### config.mk
export PLATFORM = sky130hd
export DESIGN_NAME = burst_sequencer
export DESIGN_NICKNAME = d
export VERILOG_FILES = /design/src/rtl/counter_binary.sv /design/src/rtl/register.sv /design/src/rtl/burst_sequencer.sv
export SDC_FILE = /design/constraint.sdc
export NUM_CORES = 1
export LEC_CHECK = 0
export BUFFER_PORTS_ARGS = -buffer_cell sky130_fd_sc_hd__buf_2
export CORE_MARGIN = 5
export CORE_UTILIZATION = 47
export DETAILED_ROUTE_END_ITERATION = 7
export MAX_ROUTING_LAYER = met4
export PLACE_DENSITY = 0.82
export SYNTH_ARGS = -nofsm -noshare
export SYNTH_HDL_FRONTEND = slang
export SYNTH_SLANG_ARGS = --single-unit
export TNS_END_PERCENT = 5
### constraint.sdc
create_clock -name clock -period 1.95 [get_ports clock]
set_input_delay 0 -clock clock [delete_from_list [all_inputs] [get_ports clock]]
set_output_delay 0 -clock clock [all_outputs]
set_load 0.02 [all_outputs]
### src/rtl/counter_binary.sv
// Loadable up/down binary counter stepping by a fixed increment; clear beats load beats run.
module counter_binary #(
  parameter int unsigned            WORD_WIDTH    = 8,
  parameter logic [WORD_WIDTH-1:0]  INCREMENT     = WORD_WIDTH'(1),
  parameter logic [WORD_WIDTH-1:0]  INITIAL_COUNT = '0
) (
  input  logic                  clock,
  input  logic                  areset,
  input  logic                  clear,
  input  logic                  up_down,
  input  logic                  run,
  input  logic                  load,
  input  logic [WORD_WIDTH-1:0] load_count,
  input  logic                  carry_in,
  output logic [WORD_WIDTH-1:0] count,
  output logic                  carry_out
);

  logic [WORD_WIDTH:0] step_c;

  // up_down=1 counts down; the extra bit is the carry or borrow.
  always_comb begin
    if (up_down) begin
      step_c = {1'b0, count} - {1'b0, INCREMENT} - (WORD_WIDTH+1)'(carry_in);
    end else begin
      step_c = {1'b0, count} + {1'b0, INCREMENT} + (WORD_WIDTH+1)'(carry_in);
    end
  end

  always_ff @(posedge clock or posedge areset) begin
    if (areset) begin
      count     <= INITIAL_COUNT;
      carry_out <= 1'b0;
    end else if (clear) begin
      count     <= INITIAL_COUNT;
      carry_out <= 1'b0;
    end else if (load) begin
      count     <= load_count;
      carry_out <= 1'b0;
    end else if (run) begin
      count     <= step_c[WORD_WIDTH-1:0];
      carry_out <= step_c[WORD_WIDTH];
    end
  end

endmodule

### src/rtl/register.sv
// Generic enabled register with asynchronous reset and synchronous clear.
module register #(
  parameter int unsigned            WORD_WIDTH  = 1,
  parameter logic [WORD_WIDTH-1:0]  RESET_VALUE = '0
) (
  input  logic                  clock,
  input  logic                  areset,
  input  logic                  clock_enable,
  input  logic                  clear,
  input  logic [WORD_WIDTH-1:0] data_in,
  output logic [WORD_WIDTH-1:0] data_out
);

  always_ff @(posedge clock or posedge areset) begin
    if (areset) begin
      data_out <= RESET_VALUE;
    end else if (clear) begin
      data_out <= RESET_VALUE;
    end else if (clock_enable) begin
      data_out <= data_in;
    end
  end

endmodule

### src/rtl/burst_sequencer.sv
// Expands one {address, length, direction} command into a stream of strided
// address beats over valid/ready handshakes.
module burst_sequencer #(
  parameter int unsigned            ADDR_WIDTH   = 8,
  parameter int unsigned            LENGTH_WIDTH = 8,
  parameter logic [ADDR_WIDTH-1:0]  STRIDE       = ADDR_WIDTH'(1)
) (
  input  logic                    clock,
  input  logic                    areset,
  input  logic                    clear,
  input  logic                    cmd_valid,
  output logic                    cmd_ready,
  input  logic [ADDR_WIDTH-1:0]   cmd_address,
  input  logic [LENGTH_WIDTH-1:0] cmd_length,
  input  logic                    cmd_down,
  output logic                    beat_valid,
  input  logic                    beat_ready,
  output logic [ADDR_WIDTH-1:0]   beat_address,
  output logic                    beat_last,
  output logic                    busy,
  output logic                    done
);

  typedef enum logic {IDLE = 1'b0, RUN = 1'b1} state_t;

  localparam logic [LENGTH_WIDTH-1:0] BEAT_STEP = LENGTH_WIDTH'(1);

  state_t                  state;
  state_t                  state_next;
  logic                    state_bit;
  logic                    done_next;
  logic                    down_latched;
  logic                    cmd_accept;
  logic                    beat_handshake;
  logic [LENGTH_WIDTH-1:0] remaining;
  logic                    addr_carry_unused;
  logic                    remaining_carry_unused;

  assign state = state_t'(state_bit);

  // Handshake-facing flags decode only from registered state and counters.
  assign cmd_ready      = (state == IDLE);
  assign beat_valid     = (state == RUN);
  assign busy           = (state == RUN);
  assign beat_last      = (state == RUN) && (remaining == BEAT_STEP);
  assign cmd_accept     = cmd_valid && cmd_ready;
  assign beat_handshake = beat_valid && beat_ready;

  always_comb begin
    state_next = state;
    done_next  = 1'b0;
    case (state)
      IDLE: begin
        if (cmd_accept) begin
          if (cmd_length != '0) begin
            state_next = RUN;
          end else begin
            done_next = 1'b1;
          end
        end
      end
      RUN: begin
        if (beat_handshake && beat_last) begin
          state_next = IDLE;
          done_next  = 1'b1;
        end
      end
    endcase
  end

  register #(.WORD_WIDTH(1), .RESET_VALUE(1'b0)) u_state_reg (
    .clock        (clock),
    .areset       (areset),
    .clock_enable (1'b1),
    .clear        (clear),
    .data_in      (state_next),
    .data_out     (state_bit)
  );

  register #(.WORD_WIDTH(1), .RESET_VALUE(1'b0)) u_done_reg (
    .clock        (clock),
    .areset       (areset),
    .clock_enable (1'b1),
    .clear        (clear),
    .data_in      (done_next),
    .data_out     (done)
  );

  // Direction is held for the whole burst; command fields may change after accept.
  register #(.WORD_WIDTH(1), .RESET_VALUE(1'b0)) u_down_reg (
    .clock        (clock),
    .areset       (areset),
    .clock_enable (cmd_accept),
    .clear        (clear),
    .data_in      (cmd_down),
    .data_out     (down_latched)
  );

  counter_binary #(
    .WORD_WIDTH    (ADDR_WIDTH),
    .INCREMENT     (STRIDE),
    .INITIAL_COUNT ('0)
  ) u_addr_counter (
    .clock      (clock),
    .areset     (areset),
    .clear      (clear),
    .up_down    (down_latched),
    .run        (beat_handshake),
    .load       (cmd_accept),
    .load_count (cmd_address),
    .carry_in   (1'b0),
    .count      (beat_address),
    .carry_out  (addr_carry_unused)
  );

  counter_binary #(
    .WORD_WIDTH    (LENGTH_WIDTH),
    .INCREMENT     (BEAT_STEP),
    .INITIAL_COUNT ('0)
  ) u_remaining_counter (
    .clock      (clock),
    .areset     (areset),
    .clear      (clear),
    .up_down    (1'b1),
    .run        (beat_handshake),
    .load       (cmd_accept),
    .load_count (cmd_length),
    .carry_in   (1'b0),
    .count      (remaining),
    .carry_out  (remaining_carry_unused)
  );

endmodule

==> results of run 1 <==
[cells in the final DEF (no fill, tap or decap), types with 2 or more instances in the layout]
master and count:
buf_2 33, nor2_1 19, dfrtp_1 17, buf_4 14, nand2_1 13, dlygate4sd3_1 10
inv_1 8, a211oi_1 8, a21oi_1 7, ha_1 5, xnor2_1 4, nand3_1 4
nor3_1 4, a22oi_1 4, and2_1 3, xor2_1 3, nor4_1 3, clkbuf_4 3
nor2b_1 2, a221oi_1 2, o211ai_1 2, a21oi_2 2, a21o_1 2, a211oi_2 2
nand4_1 2, o21ai_0 2, or3_1 2, ha_4 2, dfrtp_2 2
[per-layer routing]
layer	part of all wire	wire, um	GRT usage	up-vias
li1	-	-	-	666
met1	0.43	1576	0.2286	657
met2	0.52	1906	0.3173	27
met3	0.039	143	0.03020	4
met4	0.0096	35	0.03636	0
met5	0	0	-	-
[synthesized netlist by cell type (2+ instances only)]
| cell type | instances |
|---|---|
| dfrtp_1 | 19 |
| nor2_1 | 19 |
| nand2_1 | 13 |
| a211oi_1 | 9 |
| a21oi_1 | 9 |
| ha_1 | 8 |
| inv_1 | 8 |
| clkbuf_1 | 5 |
| a22oi_1 | 4 |
| nand3_1 | 4 |
| nor3_1 | 4 |
| xnor2_1 | 4 |
| and2_1 | 3 |
| nor2b_1 | 3 |
| nor4_1 | 3 |
| o21ai_0 | 3 |
| xor2_1 | 3 |
| a21o_1 | 2 |
| a221oi_1 | 2 |
| nand4_1 | 2 |
| o211ai_1 | 2 |
| or3_1 | 2 |
[layout make-up]
type / count / area share
multi-input cells: 117 / 0.4716
inverters: 8 / 0.01662
flip-flops and latches: 19 / 0.2645
repair buffers: 58 / 0.2112
well taps: 31 / 0.02147
clock buffers: 4 / 0.01454
[per-stage QoR]
step	area, um2	worst slack (ns)	total power [mW]	instances
after global routing	1807	-0.08493	1.061	237
after floorplan	1343	0.01368	0.6617	151
after CTS	1708	0.001094	0.9832	230
final	1807	0.02903	1.001	237
after global placement	1565	0.01385	0.7492	215
after detailed placement	1565	-0.02843	0.7601	215
[what timing repair did]
item                                    CTS  global route
hold endpoints to repair                 29             0
hold buffers                             10             0
pin swaps                                 1             5
endpoints found under the setup margin    2             4
gates resized for setup                   3             9
buffers inserted                          1             7
[where the power goes]
group / internal (mW) / total [mW] / switching (mW)
combinational: 0.158 / 0.339 / 0.181
clock: 0.0794 / 0.199 / 0.119
sequential: 0.425 / 0.463 / 0.0376
[critical path: cells and delay by family (launching register included)]
kind	cells	cell delay, ns
buffers and inverters	1	0.20
AND/OR/NAND/NOR	3	1.01
flip-flops	1	0.43
[sequential cells by signal, indices dropped and copies added (netlist names)]
signal and flops:
u_addr_counter.count 8, u_done_reg.data_out 1, u_down_reg.data_out 1, u_remaining_counter.count 8
u_state_reg.data_out 1
[cell families after synthesis]
kind of cell	Yosys count	synth area share
fa+ha+maj	9	0.08964
compound gates	40	0.2129
flops	19	0.3548
buf+inv	15	0.04575
xor+xnor	7	0.04575
simple gates	61	0.2512
[worst paths after layout]
| check | from | end | slack [ns] | cells past startpoint |
|---|---|---|---|---|
| min in group asynchronous | areset | u_addr_counter.count[0] | 0.38 | 3 |
| setup reg to reg | u_down_reg.data_out | u_addr_counter.count[7] | 0.04 | 6 |
| setup / recovery | u_remaining_counter.count[3] | beat_last | 0.03 | 4 |
| hold reg to reg | u_remaining_counter.count[6] | u_remaining_counter.count[6] | 0.59 | 2 |
| max in group asynchronous | areset | u_down_reg.data_out | 1.06 | 3 |
| hold / removal | cmd_length[2] | u_remaining_counter.count[2] | 0.002 | 3 |
==> results by group, run 1 <==
Timing
  – Worst hold slack: 0.001798 ns
  – Fmax achieved: 520.6 MHz
  – Post-route minimum period: 1.921 ns
  – Slew margin rel.: 0.4965
  – Hold Fails Final Rpt: 0
  – RSZ-0062 raised after global routing: yes
  – Setup_tns: 0 ns
  – Final setup vio count: 0
  – Worst-Margin Slew: 0.7544 ns
  – Fin. max-slew vios: 0
  – Clk_skew: 0.003816 ns
  – Period Utilization, post-route: 0.9851

Place
  – IO buf count: 34
  – Final Wtd Congestion: 1.010
  – Detail Placement HPWL: 2536 um

Setup path
  – Crit-path slowest cell: or4b_4
  – Kind of critical path: reg -> out
  – CP Cell Sequence: nor2_2 > or4b_4 > nor4b_4 > buf_4
  – CP Data Arrival Time: 1.92 ns
  – Req. time, crit path: 1.95 ns
  – Crit. End Element: output port
  – CP max FO: 3
  – Worst stage delay on the critical path: 0.52 ns
  – Worst setup SP type: flip-flop

Global routing
  – Congestion Overflow GR: 0
  – Vias in the first global route: 1361
  – Largest net degree at the start of global routing: 23
  – First-pass GRT wire length: 6023 um
  – Initial antenna violation count: 0
  – GR Util All Layers: 0.1847

Yosys
  – Ys async rst share: 1.000
  – Synth area leader: dfrtp_1
  – Syn_nets: 182
  – Synthesized area: 0.001340 mm2
  – Primary FF master, synth: dfrtp_1
  – Yosys warns: 0
  – Top cells by area, synth: dfrtp_1 35%, ha_1 7.5%, nor2_1 5.3%, a211oi_1 5.0%, nand2_1 3.6%
  – Post-Syn Area per Cell: 8.874 um2
  – Post-synth cell types: 42
  – Mapped Cells: 151
  – Share of the synthesized area in the top cell type: 0.3548
  – Synth Register Bits: 19
  – Seq/Total Area, Yosys: 0.3548
  – Post-synth EDFFs: 0

Routing
  – Post-route ant nets: 0
  – Iteration count of the initial detailed-routing pass: 4
  – Drt first-iter violations: 42
  – Via-to-Cell Ratio: 5.713
  – Via count: 1354
  – Drt wl/cell: 15.45 um
  – Drt drc: 0
  – Final WL: 3662 um

Clock tree
  – Cts bufs inserted: 3
  – Clk_lat worst skew: 0.29 ns
  – H-tree depth: 1
  – Clock slew at reported path FFs: 0.11 ns
  – Root Driver: clkbuf_4
  – Sink Count: 19
  – CTS max path bufs: 2
  – TritonCTS clock tree: built

Pwr
  – Pleak: 0.8222 nW
  – Pwr dens: 554.0 mW/mm2
  – Worst VDD drop: 0.4856 mV

Outcome
  – Status: complete, no violations

Layout
  – Area growth syn-to-layout: 34.83%
  – Layout cells sized above 1: 0.3350
  – Post-layout net count: 238
  – Final core utilization: 0.6609
  – N_diodes: 0
  – Multi-input gate area: 852.1 um2
  – FILL cells: 229
  – FF/Latch Area: 478.0 um2

Floorplanning
  – Boundary Pins: 35
  – Initial cell density of the core: 0.4902
  – Die height: 63.40 um
  – CORE AREA: 0.002734 mm2
  – Row Count: 19
  – Die Wd: 63.40 um
  – Die area: 0.004019 mm2

Worst hold path
  – Hold crit path type: in -> reg

Flow run
  – Max Cap Violations: 0
Power figures use the tool's default switching activity.
==> run 2, diff against run 1 <==
- CAP_MARGIN: not set -> 20
- HOLD_SLACK_MARGIN: not set -> 0.05
==> run 2 against run 1 <==
Sequential share of layout area down 1.3 points. Wire length up 4.4%. Count of clock-buffer cells in the layout unchanged. Combinational power up 4%. Global-route usage up 0.72 points. Setup slack worse by 0.0089 ns. First-iteration DRC count up 24%. Maximum frequency down 0.46%. Largest cell class unchanged. Final cell count up 3.8%. Cell area up 5.0%. Die area unchanged. Utilization up 3.3 points.
==> results by group, run 2 (synthesized netlist as in run 1, its figures left out) <==
Clock tree
  – Root Driver: clkbuf_4
  – Cts bufs inserted: 3 (unchanged)
  – CTS max path bufs: 2 (unchanged)
  – Clk_lat worst skew: 0.29 ns (about the same)
  – TritonCTS clock tree: built
  – H-tree depth: 1 (unchanged)
  – Clock slew at reported path FFs: 0.11 ns (about the same)
  – Sink Count: 19 (unchanged)

Layout
  – Final core utilization: 0.6938 (+0.03295)
  – Most frequent cells in the layout: 33 x buf_2, 19 x nor2_1, 19 x dlygate4sd3_1, 17 x dfrtp_1, 14 x buf_4
  – Multi-input gate area: 852.1 um2 (unchanged)
  – FF/Latch Area: 478.0 um2 (unchanged)
  – Area growth syn-to-layout: 41.55%
  – Layout cells sized above 1: 0.3209 (-0.01402)
  – N_diodes: 0 (unchanged)
  – Most common cell after layout, fill and taps aside: buf_2
  – Largest regs: u_addr_counter.count (8), u_remaining_counter.count (8)
  – FILL cells: 217 (-5.2%)
  – Post-layout net count: 247 (+3.8%)

Worst hold path
  – Hold Crit Depth: 4 (+1)
  – Critical hold path startpoint: cmd_address[4]
  – Hold EP: u_addr_counter.count[4]
  – Hold crit path type: in -> reg

Setup path
  – Top cell family by delay on the critical path: simple AND/OR/NAND/NOR gates
  – CP Data Arrival Time: 1.93 ns (about the same)
  – Worst stage delay on the critical path: 0.52 ns (about the same)
  – Reg-to-reg slack, setup: 0.04 ns (about the same)
  – Crit. End Element: output port
  – CP max FO: 3 (unchanged)
  – Worst setup SP type: flip-flop
  – Req. time, crit path: 1.95 ns (about the same)
  – CP Buf/Inv Count: 1 (unchanged)
  – Crit-path slowest cell: or4b_4
  – CP Cell Sequence: nor2_2 > or4b_4 > nor4b_4 > buf_4
  – Reg2reg end: u_addr_counter.count[4]
  – Reg2Reg Launch Point: u_down_reg.data_out
  – R2R depth: 7 (+1)
  – Kind of critical path: reg -> out

Floorplanning
  – Boundary Pins: 35 (unchanged)
  – CORE AREA: 0.002734 mm2 (unchanged)
  – Die area: 0.004019 mm2 (unchanged)
  – Die Wd: 63.40 um (unchanged)
  – Row Count: 19 (unchanged)
  – Initial cell density of the core: 0.4902 (unchanged)
  – Die height: 63.40 um (unchanged)

Timing
  – Hold Fails Final Rpt: 0 (unchanged)
  – Fmax achieved: 518.2 MHz (-0.46%)
  – Worst hold slack: 0.06599 ns (+0.06419 ns)
  – Setup_tns: 0 ns (unchanged)
  – Period Utilization, post-route: 0.9897 (+0.004574)
  – Clk_skew: 0.004058 ns (+0.0002419 ns)
  – RSZ-0062 raised after global routing: yes
  – Final setup vio count: 0 (unchanged)
  – Post-route minimum period: 1.930 ns (+0.008920 ns)
  – Slew margin rel.: 0.4925 (-0.003965)
  – Fin. max-slew vios: 0 (unchanged)
  – Worst-Margin Slew: 0.7603 ns (+0.005940 ns)

Global routing
  – GR Util All Layers: 0.1919 (+0.007205)
  – Vias in the first global route: 1413 (+3.8%)
  – Congestion Overflow GR: 0 (unchanged)
  – Largest net degree at the start of global routing: 23 (unchanged)
  – Initial antenna violation count: 0 (unchanged)
  – First-pass GRT wire length: 6237 um (+3.6%)

Place
  – Final Wtd Congestion: 1.010 (unchanged)
  – Detail Placement HPWL: 2536 um (unchanged)
  – IO buf count: 34 (unchanged)

Routing
  – Drt first-iter violations: 52 (+24%)
  – Iteration count of the initial detailed-routing pass: 4 (unchanged)
  – Drt drc: 0 (unchanged)
  – Final WL: 3824 um (+4.4%)
  – Via-to-Cell Ratio: 5.593 (-2.1%)
  – Drt wl/cell: 15.54 um (+0.60%)
  – Via count: 1376 (+1.6%)
  – Post-route ant nets: 0 (unchanged)

Outcome
  – Status: complete, no violations

Pwr
  – Pleak: 0.8622 nW (+4.9%)
  – Pwr dens: 535.3 mW/mm2 (-3.4%)
  – Worst VDD drop: 0.4883 mV (+0.57%)

Flow run
  – Max Cap Violations: 0 (unchanged)
-- run 2: worst min-delay path, stage by stage --
cell and delay (ns):
buf_2 0.09, nor2_1 0.09, nor2_1 0.05, o41a_1 0.10
-- run 2: layout make-up --
cell class	instances	share of cell area
Tap cell	31	0.02045
Sequential cell	19	0.2520
Timing Repair Buffer	67	0.2487
Inverter	8	0.01583
Multi-Input combinational cell	117	0.4492
Clock buffer	4	0.01385
-- run 2: worst max-delay path by stage --
stage                                      start                       to  cells after the start
floorplan                u_addr_counter.count[1]  u_addr_counter.count[7]                      6
global placement             u_down_reg.data_out  u_addr_counter.count[7]                      6
detailed placement           u_down_reg.data_out  u_addr_counter.count[7]                      6
CTS                          u_down_reg.data_out  u_addr_counter.count[7]                      6
global route        u_remaining_counter.count[3]                beat_last                      4
finish              u_remaining_counter.count[3]                beat_last                      4
-- run 2: report_power, final --
part,switching [mW],internal [mW]
combinational,0.185,0.169
clock,0.119,0.0794
sequential,0.0377,0.425
total,0.342,0.674
-- run 2: metrics by stage --
step,total power [mW],cell area [um2],setup slack (ns),std cells
after floorplan,0.6617,1343,0.01368,151
after detailed placement,0.7601,1565,-0.02843,215
after global routing,1.076,1897,-0.08385,246
final,1.015,1897,0.02011,246
after global placement,0.7492,1565,0.01385,215
after CTS,0.9964,1798,0.001094,239
-- run 2: layer usage --
metal  global-route usage  routed length (um)
met5                    -                   0
met4              0.03636                  35
met3              0.02842                 144
met2               0.3325                2021
met1               0.2375                1623
-- run 2: timing repair --
item | in CTS | in global routing
hold endpoints to repair | 35 | 0
pin swaps | 1 | 5
hold buffers | 19 | 0
setup buffers | 1 | 7
gates resized for setup | 3 | 9
setup endpoints to repair | 2 | 4
